$ cat src/rtl/muldiv_sequencer_if.sv
// Handshake and data bundle between the EX stage and the iterative multiply/divide unit.
// The pipeline drives the master side; muldiv_sequencer sits on the slave side.
interface muldiv_sequencer_if #(
   parameter int unsigned XLEN = 32
);
   logic            start;
   logic [2:0]      funct3;
   logic [XLEN-1:0] op_a;
   logic [XLEN-1:0] op_b;
   logic            flush;
   logic            stall;
   logic            busy;
   logic            done;
   logic [XLEN-1:0] result;

   modport master (
      output start, funct3, op_a, op_b, flush,
      input  stall, busy, done, result
   );

   modport slave (
      input  start, funct3, op_a, op_b, flush,
      output stall, busy, done, result
   );
endinterface

$ cat src/rtl/muldiv_sequencer.sv
// Iterative RV32M multiply/divide: shift-add multiply and restoring divide on operand
// magnitudes, one bit per cycle, with a sign/special-case fix-up before the result registers.
module muldiv_sequencer #(
   parameter int unsigned XLEN = 32
) (
   input logic               clk,
   input logic               reset_n,
   muldiv_sequencer_if.slave bus
);
   localparam int unsigned CW = $clog2(XLEN) + 1;
   localparam int unsigned PW = 2 * XLEN;

   typedef enum logic [1:0] {StIdle, StCalc, StFix, StDone} state_e;

   state_e          state_q, state_d;
   logic [CW-1:0]   count_q, count_d;
   logic [2:0]      f3_q, f3_d;
   logic            sign_a_q, sign_a_d;
   logic            sign_b_q, sign_b_d;
   logic            b_zero_q, b_zero_d;
   logic [XLEN-1:0] a_raw_q, a_raw_d;
   // opnd holds the multiplicand or the divisor; hi/lo form the product or remainder/quotient.
   logic [XLEN-1:0] opnd_q, opnd_d;
   logic [XLEN-1:0] hi_q, hi_d;
   logic [XLEN-1:0] lo_q, lo_d;
   logic [XLEN-1:0] result_q, result_d;

   logic            signed_a, signed_b;
   logic            a_neg, b_neg;
   logic [XLEN-1:0] a_mag, b_mag;
   logic [XLEN:0]   mul_sum;
   logic [XLEN:0]   div_shift;
   logic            div_ge;
   logic [XLEN-1:0] div_sub;
   logic [PW-1:0]   prod, prod_fix;
   logic [XLEN-1:0] quo_fix, rem_fix;
   logic [XLEN-1:0] fix_value;

   // Operand signedness per funct3: MULH/DIV/REM both signed, MULHSU rs1 only.
   always_comb begin
      signed_a = 1'b0;
      signed_b = 1'b0;
      case (bus.funct3)
         3'b001, 3'b100, 3'b110: begin
            signed_a = 1'b1;
            signed_b = 1'b1;
         end
         3'b010:  signed_a = 1'b1;
         default: ;
      endcase
   end

   assign a_neg = signed_a & bus.op_a[XLEN-1];
   assign b_neg = signed_b & bus.op_b[XLEN-1];
   assign a_mag = a_neg ? XLEN'(0) - bus.op_a : bus.op_a;
   assign b_mag = b_neg ? XLEN'(0) - bus.op_b : bus.op_b;

   // One iteration of each algorithm.
   assign mul_sum   = {1'b0, hi_q} + {1'b0, (lo_q[0] ? opnd_q : XLEN'(0))};
   assign div_shift = {hi_q, lo_q[XLEN-1]};
   assign div_ge    = div_shift >= {1'b0, opnd_q};
   assign div_sub   = div_shift[XLEN-1:0] - opnd_q;

   // Sign correction and special cases applied in FIX.
   always_comb begin
      prod     = {hi_q, lo_q};
      prod_fix = (sign_a_q ^ sign_b_q) ? PW'(0) - prod : prod;
      quo_fix  = (sign_a_q ^ sign_b_q) ? XLEN'(0) - lo_q : lo_q;
      rem_fix  = sign_a_q ? XLEN'(0) - hi_q : hi_q;
      if (b_zero_q) begin
         quo_fix = '1;
         rem_fix = a_raw_q;
      end
      case (f3_q)
         3'b000:                 fix_value = prod_fix[XLEN-1:0];
         3'b001, 3'b010, 3'b011: fix_value = prod_fix[PW-1:XLEN];
         3'b100, 3'b101:         fix_value = quo_fix;
         default:                fix_value = rem_fix;
      endcase
   end

   always_comb begin
      state_d  = state_q;
      count_d  = count_q;
      f3_d     = f3_q;
      sign_a_d = sign_a_q;
      sign_b_d = sign_b_q;
      b_zero_d = b_zero_q;
      a_raw_d  = a_raw_q;
      opnd_d   = opnd_q;
      hi_d     = hi_q;
      lo_d     = lo_q;
      result_d = result_q;

      unique case (state_q)
         StIdle: begin
            if (bus.start && !bus.flush) begin
               state_d  = StCalc;
               count_d  = '0;
               f3_d     = bus.funct3;
               sign_a_d = a_neg;
               sign_b_d = b_neg;
               b_zero_d = (bus.op_b == '0);
               a_raw_d  = bus.op_a;
               hi_d     = '0;
               if (bus.funct3[2]) begin
                  opnd_d = b_mag;
                  lo_d   = a_mag;
               end else begin
                  opnd_d = a_mag;
                  lo_d   = b_mag;
               end
            end
         end
         StCalc: begin
            count_d = count_q + 1'b1;
            if (f3_q[2]) begin
               hi_d = div_ge ? div_sub : div_shift[XLEN-1:0];
               lo_d = {lo_q[XLEN-2:0], div_ge};
            end else begin
               hi_d = mul_sum[XLEN:1];
               lo_d = {mul_sum[0], lo_q[XLEN-1:1]};
            end
            if (count_q == CW'(XLEN - 1)) begin
               state_d = StFix;
            end
         end
         StFix: begin
            result_d = fix_value;
            state_d  = StDone;
         end
         StDone: begin
            state_d = StIdle;
         end
      endcase

      // A killed EX slot abandons the op without touching the visible result.
      if (bus.flush) begin
         state_d  = StIdle;
         result_d = result_q;
      end
   end

   always_ff @(posedge clk or negedge reset_n) begin
      if (!reset_n) begin
         state_q  <= StIdle;
         count_q  <= '0;
         f3_q     <= '0;
         sign_a_q <= 1'b0;
         sign_b_q <= 1'b0;
         b_zero_q <= 1'b0;
         a_raw_q  <= '0;
         opnd_q   <= '0;
         hi_q     <= '0;
         lo_q     <= '0;
         result_q <= '0;
      end else begin
         state_q  <= state_d;
         count_q  <= count_d;
         f3_q     <= f3_d;
         sign_a_q <= sign_a_d;
         sign_b_q <= sign_b_d;
         b_zero_q <= b_zero_d;
         a_raw_q  <= a_raw_d;
         opnd_q   <= opnd_d;
         hi_q     <= hi_d;
         lo_q     <= lo_d;
         result_q <= result_d;
      end
   end

   // Stall is held low during reset so a pending start cannot freeze the pipe.
   assign bus.stall  = reset_n & (((state_q == StIdle) & bus.start & ~bus.flush) |
                                  (state_q == StCalc) | (state_q == StFix));
   assign bus.busy   = (state_q != StIdle);
   assign bus.done   = (state_q == StDone);
   assign bus.result = result_q;
endmodule
$ cat src/flat_wrapper.sv
// flat-port wrapper written by rule: the top's interface ports become plain ports
module muldiv_sequencer_flat 
#(
   parameter int unsigned XLEN = 32
)
  (clk, reset_n, bus_start, bus_funct3, bus_op_a, bus_op_b, bus_flush, bus_stall, bus_busy, bus_done, bus_result);
  muldiv_sequencer_if #(.XLEN(XLEN)) bus_i ();
  input logic clk;
  input logic reset_n;
  input wire logic [$bits(bus_i.start)-1:0] bus_start;
  input wire logic [$bits(bus_i.funct3)-1:0] bus_funct3;
  input wire logic [$bits(bus_i.op_a)-1:0] bus_op_a;
  input wire logic [$bits(bus_i.op_b)-1:0] bus_op_b;
  input wire logic [$bits(bus_i.flush)-1:0] bus_flush;
  output wire logic [$bits(bus_i.stall)-1:0] bus_stall;
  output wire logic [$bits(bus_i.busy)-1:0] bus_busy;
  output wire logic [$bits(bus_i.done)-1:0] bus_done;
  output wire logic [$bits(bus_i.result)-1:0] bus_result;
  assign bus_i.start = bus_start;
  assign bus_i.funct3 = bus_funct3;
  assign bus_i.op_a = bus_op_a;
  assign bus_i.op_b = bus_op_b;
  assign bus_i.flush = bus_flush;
  assign bus_stall = bus_i.stall;
  assign bus_busy = bus_i.busy;
  assign bus_done = bus_i.done;
  assign bus_result = bus_i.result;
  muldiv_sequencer #(.XLEN(XLEN)) u_core (.clk(clk), .reset_n(reset_n), .bus(bus_i));
endmodule
$ cat config.mk
export PLATFORM = sky130hd
export DESIGN_NAME = muldiv_sequencer_flat
export DESIGN_NICKNAME = d
export VERILOG_FILES = /design/src/rtl/muldiv_sequencer_if.sv /design/src/rtl/muldiv_sequencer.sv /design/src/flat_wrapper.sv
export SDC_FILE = /design/constraint.sdc
export NUM_CORES = 1
export LEC_CHECK = 0
export CORE_UTILIZATION = 55
export CTS_CLUSTER_DIAMETER = 150
export DETAILED_ROUTE_END_ITERATION = 8
export PLACE_DENSITY = 0.74
export SLEW_MARGIN = 5
export SYNTH_ARGS = -nofsm -noshare
export SYNTH_HDL_FRONTEND = slang
export SYNTH_SLANG_ARGS = --single-unit
$ cat constraint.sdc
create_clock -name clk -period 3.6 [get_ports clk]
set_input_delay 0.72 -clock clk [delete_from_list [all_inputs] [get_ports clk]]
set_output_delay 0.72 -clock clk [all_outputs]
set_load 0.1 [all_outputs]
### Yosys cells after proc, flatten, opt, wreduce, memory -nomap -nowiden

Index checks and enable logic that the tools add are counted.

* register bits: 174
* input bits: 71
* output and inout bits: 35
* logic and storage cells: 86

* $add $sub $neg: 8
* order comparisons: 1
* equal/unequal tests: 16
* mux-type cells: 26
* bitwise logic cells: 9
* reduce and logical (&&, ||, !) cells: 15

Operators by type and width (number)
* $mux W32: 14
* $pmux W32 S2: 2
* $sub A1 B32 Y32 const A: 4
* $pmux W32 S3: 1
* $mux W64: 1
* $sub A1 B64 Y64 const A: 1
* $add A32 B32 Y33: 1
* $ge A33 B32 Y1: 1
* $logic_not A32 Y1: 1
* $sub A32 B32 Y32: 1
* $eq A3 B3 Y1 const B: 4
* $pmux W6 S2: 1
* $eq A3 B2 Y1 const B: 3
* $pmux W2 S4: 1
* $reduce_and A2 Y1: 4
* $add A6 B1 Y6 const B: 1
* $eq A3 B1 Y1 const B: 2
* $eq A6 B5 Y1 const B: 1
* $mux W2: 3
* $mux W6: 1
* $ne A3 B2 Y1 const B: 2
* $reduce_or A3 Y1: 2
* $and A1 B1 Y1: 5
* $eq A2 B2 Y1 const B: 2
* 13 further kinds: 16

### Depth between registers and ports, before layout

Gate-level depths: netlist (run 1).

* depth in word-level cells: 8
* mapped depth: 14
* mapped depth without buffers: 14

### Worst setup path before layout (run 1)

OpenSTA, ideal clock, no wires.

* path type: register to output
* start: reg u_core.state_q[1]
* end: out bus_stall
* data arrival time: 3.455 ns
* data required time: 2.880 ns
* setup slack: -0.575 ns
* stages on the path, launching flop included: 7
* buffers on the path: 2
* cells stage by stage: dfrtp_1 > inv_1 > ha_1 > clkbuf_1 > buf_1 > nor2_1 > a21boi_0

* longest elaborated chain between the ends: 6
* elaborated cells between the ends (all ways): 8
* those cells by class: 2 x eq/ne; 5 x bitwise; 1 x reduce/logical

Ends and longest elaborated chain
* from (decl): line muldiv_sequencer.sv:15 `state_e state_q, state_d;`
* from (signal assigned): line muldiv_sequencer.sv:146 `state_q <= StIdle;`
* from (signal assigned): line muldiv_sequencer.sv:158 `state_q <= state_d;`
* $logic_not A2 Y1: line muldiv_sequencer.sv:173 `assign bus.stall = reset_n & (((state_q == StIdle) & bus.start & ~bus.flush) |`
* $and A1 B1 Y1 (2 in a row): line muldiv_sequencer.sv:173
* $or A1 B1 Y1: line muldiv_sequencer.sv:173
* $or A1 B1 Y1 *: line muldiv_sequencer.sv:174 `(state_q == StCalc) | (state_q == StFix));`
* $and A1 B1 Y1 *: line muldiv_sequencer.sv:173
* to (decl): line flat_wrapper.sv:15 `output wire logic [$bits(bus_i.stall)-1:0] bus_stall;`

Every way passes the cells marked *; elsewhere a longest branch is shown, timed or not.

### Worst setup path after layout (run 1)

* start: reg u_core.hi_q[9]
* end: reg u_core.result_q[28], in the netlist u_core.bus.result[28]

* longest elaborated chain between the ends: 4
* elaborated cells between the ends (all ways): 6
* those cells by class: 2 x add/sub; 4 x mux

Ends and longest elaborated chain
* from (decl): line muldiv_sequencer.sv:24 `logic [XLEN-1:0] hi_q, hi_d;`
* from (signal assigned): line muldiv_sequencer.sv:166 `hi_q <= hi_d;`
* $sub A1 B32 Y32: line muldiv_sequencer.sv:69 `rem_fix = sign_a_q ? XLEN'(0) - hi_q : hi_q;`
* $mux W32: line muldiv_sequencer.sv:69
* $mux W32: line muldiv_sequencer.sv:70 `if (b_zero_q) begin`
* $pmux W32 S3 *: line muldiv_sequencer.sv:74 `case (f3_q)`
* to (signal assigned): line muldiv_sequencer.sv:168 `result_q <= result_d;`
* to (decl): line muldiv_sequencer.sv:26 `logic [XLEN-1:0] result_q, result_d;`

Marked as above.
A chain may end at the register's enable or synchronous reset.

==> results of run 1 <==
metal layers:
metal / GRT usage (%) / vias to the layer above / wire, um
li1: - / 7648 / -
met4: 22.0 / 5 / 3100
met5: 0 / - / 82
met1: 53.9 / 7885 / 24400
met3: 10.8 / 156 / 6050
met2: 61.0 / 855 / 25500
final cells by class:
class	instances	area share (%)
clock buffer	18	2.33
timing repair buffer	277	12.7
clock inverter	14	0.756
inverter	74	1.49
sequential	174	23.1
multi-input combinational	1668	57.1
tap	378	2.51
critical path, cell delays in order, from the launching register on:
cell and delay, ps:
dfrtp_2 460, or4_4 570, or4b_4 550, or4_4 520
or3_4 380, nor4_4 150, nand2b_1 160, xnor2_1 140
o21ai_2 70, a221oi_1 240, a31oi_1 120
path summary, 6_finish.rpt:
kind	startpoint	end	slack [ps]	cells after the start
setup / recovery	u_core.hi_q[9]	u_core.bus.result[28]	110	10
hold / removal	reset_n	u_core.count_q[5]	340	2
setup reg to reg	u_core.hi_q[9]	u_core.bus.result[28]	110	10
hold reg to reg	u_core.bus.result[5]	u_core.bus.result[5]	480	2
max in group asynchronous	reset_n	u_core.hi_q[30]	2400	2
min in group clk	u_core.bus.result[5]	u_core.bus.result[5]	480	2
flip-flops by register name, indices dropped and copies added (netlist names):
signal,flops
u_core.lo_q,32
u_core.hi_q,32
u_core.f3_q,3
u_core.a_raw_q,32
u_core.sign_b_q,1
u_core.opnd_q,32
u_core.bus.result,32
u_core.b_zero_q,1
u_core.sign_a_q,1
u_core.state_q,2
u_core.count_q,6
stage by stage:
| stage | area, um2 | util, % | hold slack [ps] |
|---|---|---|---|
| floorplan | 15800 | - | 424 |
| global placement | 18100 | 64.8 | 459 |
| detailed placement | 18100 | 64.8 | 467 |
| CTS | 18700 | 66.9 | 479 |
| global route | 18900 | 67.3 | 473 |
| finish | 18900 | 67.3 | 341 |
what timing repair did:
action | 4_1_cts | 5_1_grt
setup buffers | 0 | 3
setup endpoints to repair | 5 | 11
resized for setup | 5 | 27
pin swaps | 2 | 13
synth_stat cells, types with 15 or more instances:
library cell,n
o31ai_1,22
dfrtp_1,174
nor2b_1,15
a21o_1,34
a221oi_1,28
xor2_1,97
nor3_1,37
mux2_2,54
nand3_1,30
a21oi_1,213
inv_1,73
nand2_1,212
a211oi_1,36
ha_1,73
mux2i_1,32
xnor2_1,111
clkbuf_1,126
nor2_1,232
a31oi_1,20
o21ai_0,202
power breakdown:
part	switching, uW	internal, uW
combinational	9610	5790
clock	935	997
sequential	955	2830
kinds of logic (layout without fill, tap and decap cells):
kind of cell,count (synthesis),after routing,share of synthesized area [%]
buf+inv,214,383,5.19
fa+ha+maj,75,75,6.04
mux,86,86,5.88
simple gates,628,628,17.8
flops,174,174,27.6
compound gates,671,671,25.9
xor+xnor,208,208,11.5
==> metrics.cfg, run 1 <==
[cells_and_area]
num_antenna_cells = 0
fin_nets = 2358
n_fill_cell = 2491
multi_input_area_mm2 = 0.0108
final_layout_size_suffix_gt1_share_pct = 13.9
final_cell_mix = nor2_1 (232), nand2_1 (212), a21oi_1 (209)
syn2layout_area_growth_pct = 19.5
final_common_cell = nor2_1
seq_area_mm2 = 0.00436
stdcell_count = 2603

[clock_network]
clkTransAtPathRegs_ps = 70
htree_num_levels = 4
clk_path_buf_depth = 2
cts-buffers-inserted = 17
cts_tree = done
cts_hold_buf = 0
cts_root_buf = clkbuf_16
clock-sinks = 174
clkLatencyLatePin_ps = 470

[yosys]
ys_types = 72
yosys_register_bits = 174
syn-num-nets = 2202
ys_warn_count = 0
yosysSeqAreaShare_pct = 27.6
async_flop_share_pct = 100
syn_area_per_cell_um2 = 7.67
synth_flop_cell = dfrtp_1
syn_area_mm2 = 0.0158
synth_edf_count = 0
synth_top_cells_by_area = dfrtp_1 (28%), a21oi_1 (6.8%), o21ai_0 (6.4%)
yosysTopAreaCell = dfrtp_1
synth_top_area_share_pct = 27.6
syn_inst = 2056

[setup_path]
cp_max_fo = 5
critPathCaptureType = flip-flop
crit_arrival_ps = 3820
crit_type = flip-flop to flip-flop
required_ps = 3930
worstSetupStartpointType = flip-flop

[route]
vias_per_cell = 6.36
drt_pass1_iterations = 7
wl_per_cell_um = 22.7
wl_um = 59100
drc_errors = 0
ant_nets = 0
drtIter0Drc = 1899
vias = 16549

[power]
p_leak_uw = 0.00821
power.density_mw_per_mm2 = 1120
p_total_uw = 21100
ir_drop_mv = 0.694

[sta]
setup_violations = 0
hold_viol = 0
maxSlewViolCount = 0
fmax_ghz = 0.286
setup_tns_ps = 0
relSlewSlack_pct = 29.6
rsz0062_at_grt = true
final.setup_skew_ps = 19.5
setup_slack_ps = 106
finalCritPeriodShare_pct = 97.0
worst_pin_slew_ps = 1060
layout_min_cycle_time_ps = 3490

[run_status]
outcome = finished, final reports clean

[global_route]
grt_max_degree = 175
grt_pass1_wl_um = 88800
grt_use_total_pct = 40.9
grt-ovfl-total = 0
antenna_found_initial = 2
grt_pass1_vias = 15234

[die]
die_x_um = 171
ioPinCount = 106
fp.dieH_um = 171
core_mm2 = 0.0280
fp-row-count = 61
dieArea_mm2 = 0.0294
initial_core_util_pct = 56.3

[place]
place.gp.congestion = 1.04
numPortBuffers = 105
place_hpwl_um = 45700
dp_slack_ps = -191
dp.cells = 2568

[job]
max_cap_violations = 0

[hold_path]
min_path_type = primary input to asynchronous set/reset pin

Note: power is estimated with default switching activity, not from simulation.
==> run 2, diff against run 1 <==
HOLD_SLACK_MARGIN = 0.1   (was default)
==> results of run 2 <==
No change in the layout: final DEF, timing and power equal those of run 1.
